`src/rtl/ks_string_ctrl_pkg.sv`:
```
// ks_string_ctrl_pkg
//   Shared constants, state type and helpers for the Karplus-Strong string
//   sequencer. Imported by the noise LFSR and the string controller.
//   No ports.
package ks_string_ctrl_pkg;

  // Largest legal delay; must equal the delay line's depth minus one.
  localparam logic [9:0]         MAXDELAY   = 10'd1000;
  localparam logic [9:0]         MINDELAY   = 10'd2;
  // Loop gain (x/256) used once the string has been damped.
  localparam logic [7:0]         DAMP_DECAY = 8'd128;
  // Magnitude below which a sample counts as silent.
  localparam logic signed [23:0] SIL_THRESH = 24'sd64;
  // Nonzero reset value and Galois tap mask for x^24+x^23+x^22+x^17+1.
  localparam logic [23:0]        LFSR_SEED  = 24'h5EED01;
  localparam logic [23:0]        LFSR_TAPS  = 24'hE10000;

  typedef enum logic [1:0] {
    IDLE   = 2'd0,
    EXCITE = 2'd1,
    RING   = 2'd2,
    DAMP   = 2'd3
  } state_t;

  // Limit a requested string length to what the delay line can hold.
  function automatic logic [9:0] clamp_delay(input logic [9:0] d);
    if (d < MINDELAY)
      return MINDELAY;
    else if (d > MAXDELAY)
      return MAXDELAY;
    else
      return d;
  endfunction

endpackage

```
`src/rtl/ks_string_ctrl_if.sv`:
```
// ks_string_ctrl_if
//   Pluck-request channel between the note/voice logic and one string.
//   note_valid  : pluck request
//   note_ready  : request accepted when note_valid & note_ready
//   note_delay  : string length in samples (pitch)
//   note_amp    : excitation amplitude, unsigned
//   note_decay  : loop gain x/256 while ringing
//   note_off    : one-cycle pulse that damps the string
//   master = voice logic side, slave = string controller side.
interface ks_string_ctrl_if;
  logic        note_valid;
  logic        note_ready;
  logic [9:0]  note_delay;
  logic [22:0] note_amp;
  logic [7:0]  note_decay;
  logic        note_off;

  modport master (
    output note_valid, note_delay, note_amp, note_decay, note_off,
    input  note_ready
  );

  modport slave (
    input  note_valid, note_delay, note_amp, note_decay, note_off,
    output note_ready
  );
endinterface

```
`src/rtl/ks_string_ctrl_noise_lfsr.sv`:
```
// ks_string_ctrl_noise_lfsr
//   24-bit Galois LFSR (x^24+x^23+x^22+x^17+1) supplying excitation noise.
//   Advances on every frame clock, whatever the string is doing.
//   lrck  in   frame clock
//   rst_n in   synchronous active-low reset, loads SEED
//   lfsr  out  current 24-bit LFSR state
module ks_string_ctrl_noise_lfsr
  import ks_string_ctrl_pkg::*;
#(
  parameter logic [23:0] SEED = LFSR_SEED
) (
  input  logic        lrck,
  input  logic        rst_n,
  output logic [23:0] lfsr
);

  // Right-shifting Galois form: the bit falling out folds back into the taps.
  always_ff @(posedge lrck) begin
    if (!rst_n)
      lfsr <= SEED;
    else
      lfsr <= (lfsr >> 1) ^ (lfsr[0] ? LFSR_TAPS : 24'd0);
  end

endmodule

```
`src/rtl/ks_string_ctrl.sv`:
```
// ks_string_ctrl
//   Per-string sequencer for a Karplus-Strong delay line. A pluck fills the
//   line with `delay` noise samples, then the loop is closed through a 2-tap
//   averaging lowpass with gain. note_off switches to a fixed damping gain,
//   and a full line's worth of near-silent samples returns the string to idle.
//   lrck       in   frame clock
//   rst_n      in   synchronous active-low reset
//   note       if   pluck request channel (slave side)
//   dl_out     in   signed sample returned by the delay line
//   dl_in      out  signed sample written to the delay line (registered)
//   dl_delay   out  latched delay setting for the delay line
//   sample_out out  string output, identical to dl_in
//   busy       out  string is not idle
module ks_string_ctrl
  import ks_string_ctrl_pkg::*;
(
  input  logic               lrck,
  input  logic               rst_n,
  ks_string_ctrl_if.slave    note,
  input  logic signed [23:0] dl_out,
  output logic signed [23:0] dl_in,
  output logic [9:0]         dl_delay,
  output logic signed [23:0] sample_out,
  output logic               busy
);

  state_t             state;
  logic [22:0]        amp;
  logic [7:0]         decay;
  logic [9:0]         cnt;
  logic [9:0]         sil;
  logic signed [23:0] prev;
  logic               off_pend;
  logic [23:0]        lfsr;

  logic               accept;
  logic signed [24:0] sum;
  logic signed [23:0] avg;
  logic [7:0]         gain;
  logic signed [32:0] avg_x;
  logic signed [32:0] gain_x;
  logic signed [32:0] prod;
  logic signed [23:0] filt;
  logic signed [23:0] noise;
  logic               silent;
  logic [9:0]         sil_inc;
  logic               unused_bits;

  ks_string_ctrl_noise_lfsr #(.SEED(LFSR_SEED)) u_lfsr (
    .lrck  (lrck),
    .rst_n (rst_n),
    .lfsr  (lfsr)
  );

  // A new pluck can interrupt a ringing or damped string, never a burst.
  assign note.note_ready = (state != EXCITE);
  assign accept          = note.note_valid & note.note_ready;
  assign busy            = (state != IDLE);
  assign sample_out      = dl_in;

  // Loop filter: average of the returning sample and the previous one,
  // floored by the arithmetic shift, then scaled by gain/256 (also floored).
  // The average always fits 24 bits and the gain is below one, so the
  // product's bits [31:8] hold the whole result without saturation.
  assign sum    = {dl_out[23], dl_out} + {prev[23], prev};
  assign avg    = sum[24:1];
  assign gain   = (state == DAMP) ? DAMP_DECAY : decay;
  assign avg_x  = {{9{avg[23]}}, avg};
  assign gain_x = {25'd0, gain};
  assign prod   = avg_x * gain_x;
  assign filt   = prod[31:8];

  assign noise   = lfsr[0] ? $signed({1'b0, amp}) : -$signed({1'b0, amp});
  assign silent  = (filt < SIL_THRESH) && (filt > -SIL_THRESH);
  assign sil_inc = sil + 10'd1;

  assign unused_bits = ^{sum[0], prod[32], prod[7:0], lfsr[23:1]};

  // Sequencer: burst of noise, then feedback through the loop filter.
  // A pluck accepted in the same cycle overrides whatever the current state
  // decided about its next state and counters, which also drops a coincident
  // note_off. The current state still produces this cycle's sample.
  always_ff @(posedge lrck) begin
    if (!rst_n) begin
      state    <= IDLE;
      dl_in    <= '0;
      dl_delay <= MINDELAY;
      amp      <= '0;
      decay    <= '0;
      cnt      <= '0;
      sil      <= '0;
      prev     <= '0;
      off_pend <= 1'b0;
    end else begin
      case (state)
        IDLE: begin
          dl_in <= '0;
        end
        EXCITE: begin
          dl_in <= noise;
          cnt   <= cnt + 10'd1;
          if (note.note_off)
            off_pend <= 1'b1;
          // A note_off on the final burst sample still counts.
          if (cnt == dl_delay - 10'd1) begin
            state <= (off_pend || note.note_off) ? DAMP : RING;
            sil   <= '0;
          end
        end
        RING, DAMP: begin
          prev <= dl_out;
          if (state == RING && note.note_off) begin
            dl_in <= filt;
            state <= DAMP;
            sil   <= '0;
          end else if (silent && sil_inc == dl_delay && !accept) begin
            dl_in <= '0;
            state <= IDLE;
            sil   <= '0;
          end else begin
            dl_in <= filt;
            sil   <= silent ? sil_inc : 10'd0;
          end
        end
        default: begin
          dl_in <= '0;
        end
      endcase

      if (accept) begin
        state    <= EXCITE;
        dl_delay <= clamp_delay(note.note_delay);
        amp      <= note.note_amp;
        decay    <= note.note_decay;
        cnt      <= '0;
        sil      <= '0;
        prev     <= '0;
        off_pend <= 1'b0;
      end
    end
  end

endmodule

```
`src/flat_wrapper.sv`:
```
// flat-port wrapper written by rule: the top's interface ports become plain ports
module ks_string_ctrl_flat import ks_string_ctrl_pkg::*;
  (lrck, rst_n, dl_out, dl_in, dl_delay, sample_out, busy, note_note_valid, note_note_delay, note_note_amp, note_note_decay, note_note_off, note_note_ready);
  ks_string_ctrl_if note_i ();
  input  logic lrck;
  input  logic rst_n;
  input  logic signed [23:0] dl_out;
  output logic signed [23:0] dl_in;
  output logic [9:0] dl_delay;
  output logic signed [23:0] sample_out;
  output logic busy;
  input wire logic [$bits(note_i.note_valid)-1:0] note_note_valid;
  input wire logic [$bits(note_i.note_delay)-1:0] note_note_delay;
  input wire logic [$bits(note_i.note_amp)-1:0] note_note_amp;
  input wire logic [$bits(note_i.note_decay)-1:0] note_note_decay;
  input wire logic [$bits(note_i.note_off)-1:0] note_note_off;
  output wire logic [$bits(note_i.note_ready)-1:0] note_note_ready;
  assign note_i.note_valid = note_note_valid;
  assign note_i.note_delay = note_note_delay;
  assign note_i.note_amp = note_note_amp;
  assign note_i.note_decay = note_note_decay;
  assign note_i.note_off = note_note_off;
  assign note_note_ready = note_i.note_ready;
  ks_string_ctrl u_core (.lrck(lrck), .rst_n(rst_n), .note(note_i), .dl_out(dl_out), .dl_in(dl_in), .dl_delay(dl_delay), .sample_out(sample_out), .busy(busy));
endmodule
```
`config.mk`:
```
export PLATFORM = sky130hd
export DESIGN_NAME = ks_string_ctrl_flat
export DESIGN_NICKNAME = d
export VERILOG_FILES = /design/src/rtl/ks_string_ctrl_pkg.sv /design/src/rtl/ks_string_ctrl_if.sv /design/src/rtl/ks_string_ctrl_noise_lfsr.sv /design/src/rtl/ks_string_ctrl.sv /design/src/flat_wrapper.sv
export SDC_FILE = /design/constraint.sdc
export NUM_CORES = 1
export LEC_CHECK = 0
export BUFFER_PORTS_ARGS = -buffer_cell sky130_fd_sc_hd__buf_2
export CORE_MARGIN = 2
export CORE_UTILIZATION = 25
export CTS_CLUSTER_SIZE = 16
export DETAILED_ROUTE_END_ITERATION = 7
export PLACE_DENSITY = 0.5
export SLEW_MARGIN = 20
export SYNTH_ARGS = -nofsm -noshare
export SYNTH_HDL_FRONTEND = slang
export SYNTH_HIERARCHICAL = 1
export SYNTH_SLANG_ARGS = --single-unit
```
`constraint.sdc`:
```
create_clock -name lrck -period 15.6 [get_ports lrck]
set_input_delay 2.34 -clock lrck [delete_from_list [all_inputs] [get_ports lrck]]
set_output_delay 2.34 -clock lrck [all_outputs]
set_load 0.01 [all_outputs]
```
==> results.py <==
metrics = {
    "critical_path": {
        "worst-endpoint-arrival_ns": 11.88,
        "start_kind": "primary input",
        "bufs_and_invs_on_worst_path": 4,
        "crit_fanout": 23,
        "data_required_time_of_the_critical_path_ns": 15.88,
        "slowest_delay_ns": 0.80,
        "crit_slowest_cell": "sky130_fd_sc_hd__o31ai_4",
        "critPathKind": "primary input to register",
        "worst_setup_path_end_kind": "register",
        "path_common_cell": "sky130_fd_sc_hd__a21oi_1",
        "critical_path.top_delay_family": "compound AO/OA/AOI/OAI gates",
    },
    "status": {
        "run_status": "completed",
    },
    "final_layout": {
        "final_design_area_no_fill_um2": 15300,
        "layout.area.seq_um2": 2720,
        "post_route_cells_drive_above_1_share_pct": 11.5,
        "final_nets": 1986,
        "num-fill-cells": 5694,
        "layout_utilization_pct": 28.5,
        "antenna_cells": 0,
        "layout.cells.non_filler": 2392,
        "multi_input_comb_area_um2": 9570,
        "layout-area-overhead-vs-synth_pct": 12.9,
    },
    "routing": {
        "drt_iter0_markers": 505,
        "number_of_drc_violations_after_detailed_routing": 0,
        "drt.antenna.violating_nets": 0,
        "routed-via-count": 10854,
        "detail_route.first_pass.iterations": 5,
        "wl_per_cell_um": 14.6,
        "detail_route.vias_per_cell": 4.54,
        "finalWirelength_mm": 35.0,
    },
    "timing": {
        "clock_skew_ns": 0.0177,
        "setup_repair_after_global_routing_missed_its_margin": "no",
        "setup_viol": 0,
        "final_slew_violations": 0,
        "final_period_minus_worst_setup_slack_ns": 11.61,
        "tightest_slew_ns": 1.08,
        "fin_setup_tns_ns": 0,
        "maxSlewHeadroom_pct": 27.8,
        "worst_slack_ns": 3.99,
        "final.period_utilization_pct": 74.4,
        "timing.final.hold_violations": 0,
        "fmax_mhz": 86.2,
    },
    "floorplanning": {
        "die_w_um": 237,
        "design.die.area_um2": 56200,
        "die-height_um": 237,
        "initial_core_util_pct": 25.3,
        "placementRows": 85,
        "io-pin-count": 129,
        "design.core.area_um2": 53700,
    },
    "place": {
        "gp_congestion": 0.824,
        "dpl.cell_count": 2360,
        "dp_hpwl_mm": 28.5,
        "port-buffer-count": 128,
        "placed_cell_area_um2": 14700,
        "worst_slack_at_placement_ns": 3.59,
    },
    "logic_synthesis": {
        "yosys_most_used_dff": "sky130_fd_sc_hd__dfxtp_1",
        "fraction_of_registers_with_async_set_or_reset_after_synthesis_pct": 0,
        "post_synth_num_cell_types": 73,
        "synth_enable_flop_cells": 0,
        "synth_warnings": 6,
        "yosys.area.top_type": "sky130_fd_sc_hd__fa_1",
        "synth.top_cells.by_count": "sky130_fd_sc_hd__inv_1, sky130_fd_sc_hd__nor2_1, sky130_fd_sc_hd__nand2_1",
        "yosys_register_bits": 136,
        "syn_nets": 1913,
        "synthDominantCellAreaShare_pct": 21.8,
        "syn-mean-instance-area_um2": 8.43,
        "synth.most_common_cell": "sky130_fd_sc_hd__inv_1",
        "synth.top_cells.by_area": "sky130_fd_sc_hd__fa_1, sky130_fd_sc_hd__dfxtp_1, sky130_fd_sc_hd__ha_1",
        "synth_sequential_area_ratio_pct": 20.1,
        "instance_count_of_the_mapped_netlist": 1610,
        "syn-cell-area_um2": 13600,
    },
    "grt": {
        "first_global_vias": 11103,
        "globalRoute.totalOverflow": 0,
        "maximum_number_of_pins_on_one_net_before_global_route_repair": 46,
        "grt_antenna_before_repair": 1,
        "grt_usage_pct": 12.9,
        "grt_pass1_wl_mm": 57.8,
    },
    "clocking": {
        "postCtsResizedCells": 0,
        "numCtsBuffers": 17,
        "clk-insertion-delay-late_ns": 0.46,
        "count_of_buffers_added_by_post_cts_timing_repair_for_setup": 0,
        "worst_setup_hold_path_clk_slew_ns": 0.06,
        "cts_max_path_buffers": 2,
        "cts.hold.buffers_added": 0,
        "root_buffer": "sky130_fd_sc_hd__clkbuf_16",
        "cts_htree_levels": 4,
        "cts.sink_count": 136,
        "tritoncts": "yes",
    },
    "min_path": {
        "holdCritPathClass": "register to register",
    },
    "power_and_ir_drop": {
        "leakage_nw": 7.05,
        "power.ir.vdd_worst_v": 0.0000642,
        "power-per-cell-area_nw_per_um2": 84.2,
    },
    "flow_run": {
        "max_cap_viols": 0,
    },
}
==> per-layer routing <==
metal  vias to the layer above  GRT usage, %  wire [um]
li1                       5375             -          -
met2                       127          23.3      17900
met4                         2          4.30        668
met1                      5312          15.6      15600
met3                        38          2.17        793
met5                         -             0         13
==> worst paths after layout <==
path	start	slack, ns	end	cells after the start
worst min register to register	u_core/u_lfsr/lfsr[9]$_SDFF_PN0_	0.41	u_core/u_lfsr/lfsr[8]$_SDFF_PN1_	1
worst max-delay path	dl_out[1]	3.99	u_core/dl_in[3]$_SDFF_PN0_	33
worst min-delay path	u_core/u_lfsr/lfsr[9]$_SDFF_PN0_	0.41	u_core/u_lfsr/lfsr[8]$_SDFF_PN1_	1
worst max register to register	u_core/prev[1]$_SDFFE_PP0N_	5.68	u_core/dl_in[3]$_SDFF_PN0_	32
==> sequential cells by signal (all words and copies together) (netlist names) <==
name,count
u_core/decay,8
u_core/state,2
u_core/off_pend,1
u_core/prev,24
u_core/dl_in,24
u_core/dl_delay,10
u_core/sil,10
u_core/amp,23
u_core/u_lfsr/lfsr,24
u_core/cnt,10
==> layout make-up <==
type,count,share of cell area (%)
multi-input cells,1161,62.4
flip-flops and latches,136,17.8
well taps,696,5.68
inverters,231,5.66
repair buffers,136,4.57
clock buffers,19,2.96
clock inverters,13,0.939
==> placed cells by master, fill, tap and decap left out, drive strengths merged, types with 46 or more instances in the layout <==
master  synthesis  routed
a21oi          76      76
buf            37     136
xnor2          82      82
nand2         153     153
nor2          179     179
dfxtp         136     136
inv           231     235
xor2           46      46
ha             86      86
fa            148     148
==> stage by stage <==
step | total power [mW] | hold WS (ns)
final | 1.29 | 0.409
after global routing | 1.40 | 0.428
after CTS | 1.31 | 0.411
after detailed placement | 0.886 | 0.393
after global placement | 0.882 | 0.395
after floorplan | 0.758 | 0.385
==> power breakdown <==
group	switching, mW	internal (mW)	total [mW]
sequential	0.0164	0.362	0.378
clock	0.172	0.245	0.417
combinational	0.308	0.188	0.496
==> kinds of logic (layout without fill, tap and decap cells) <==
kind of cell             count (synthesis)  count (layout)  share of synthesized area, %
buffers and inverters                  313             399                          9.53
XOR/XNOR                               128             128                          8.26
multiplexers                            29              29                          2.15
adder cells (fa/ha/maj)                234             234                          29.8
AO/OA/AOI/OAI                          246             246                          12.3
flip-flops                             136             136                          20.1
AND/OR/NAND/NOR                        524             524                          17.9
(Power assumes the default switching activity.)
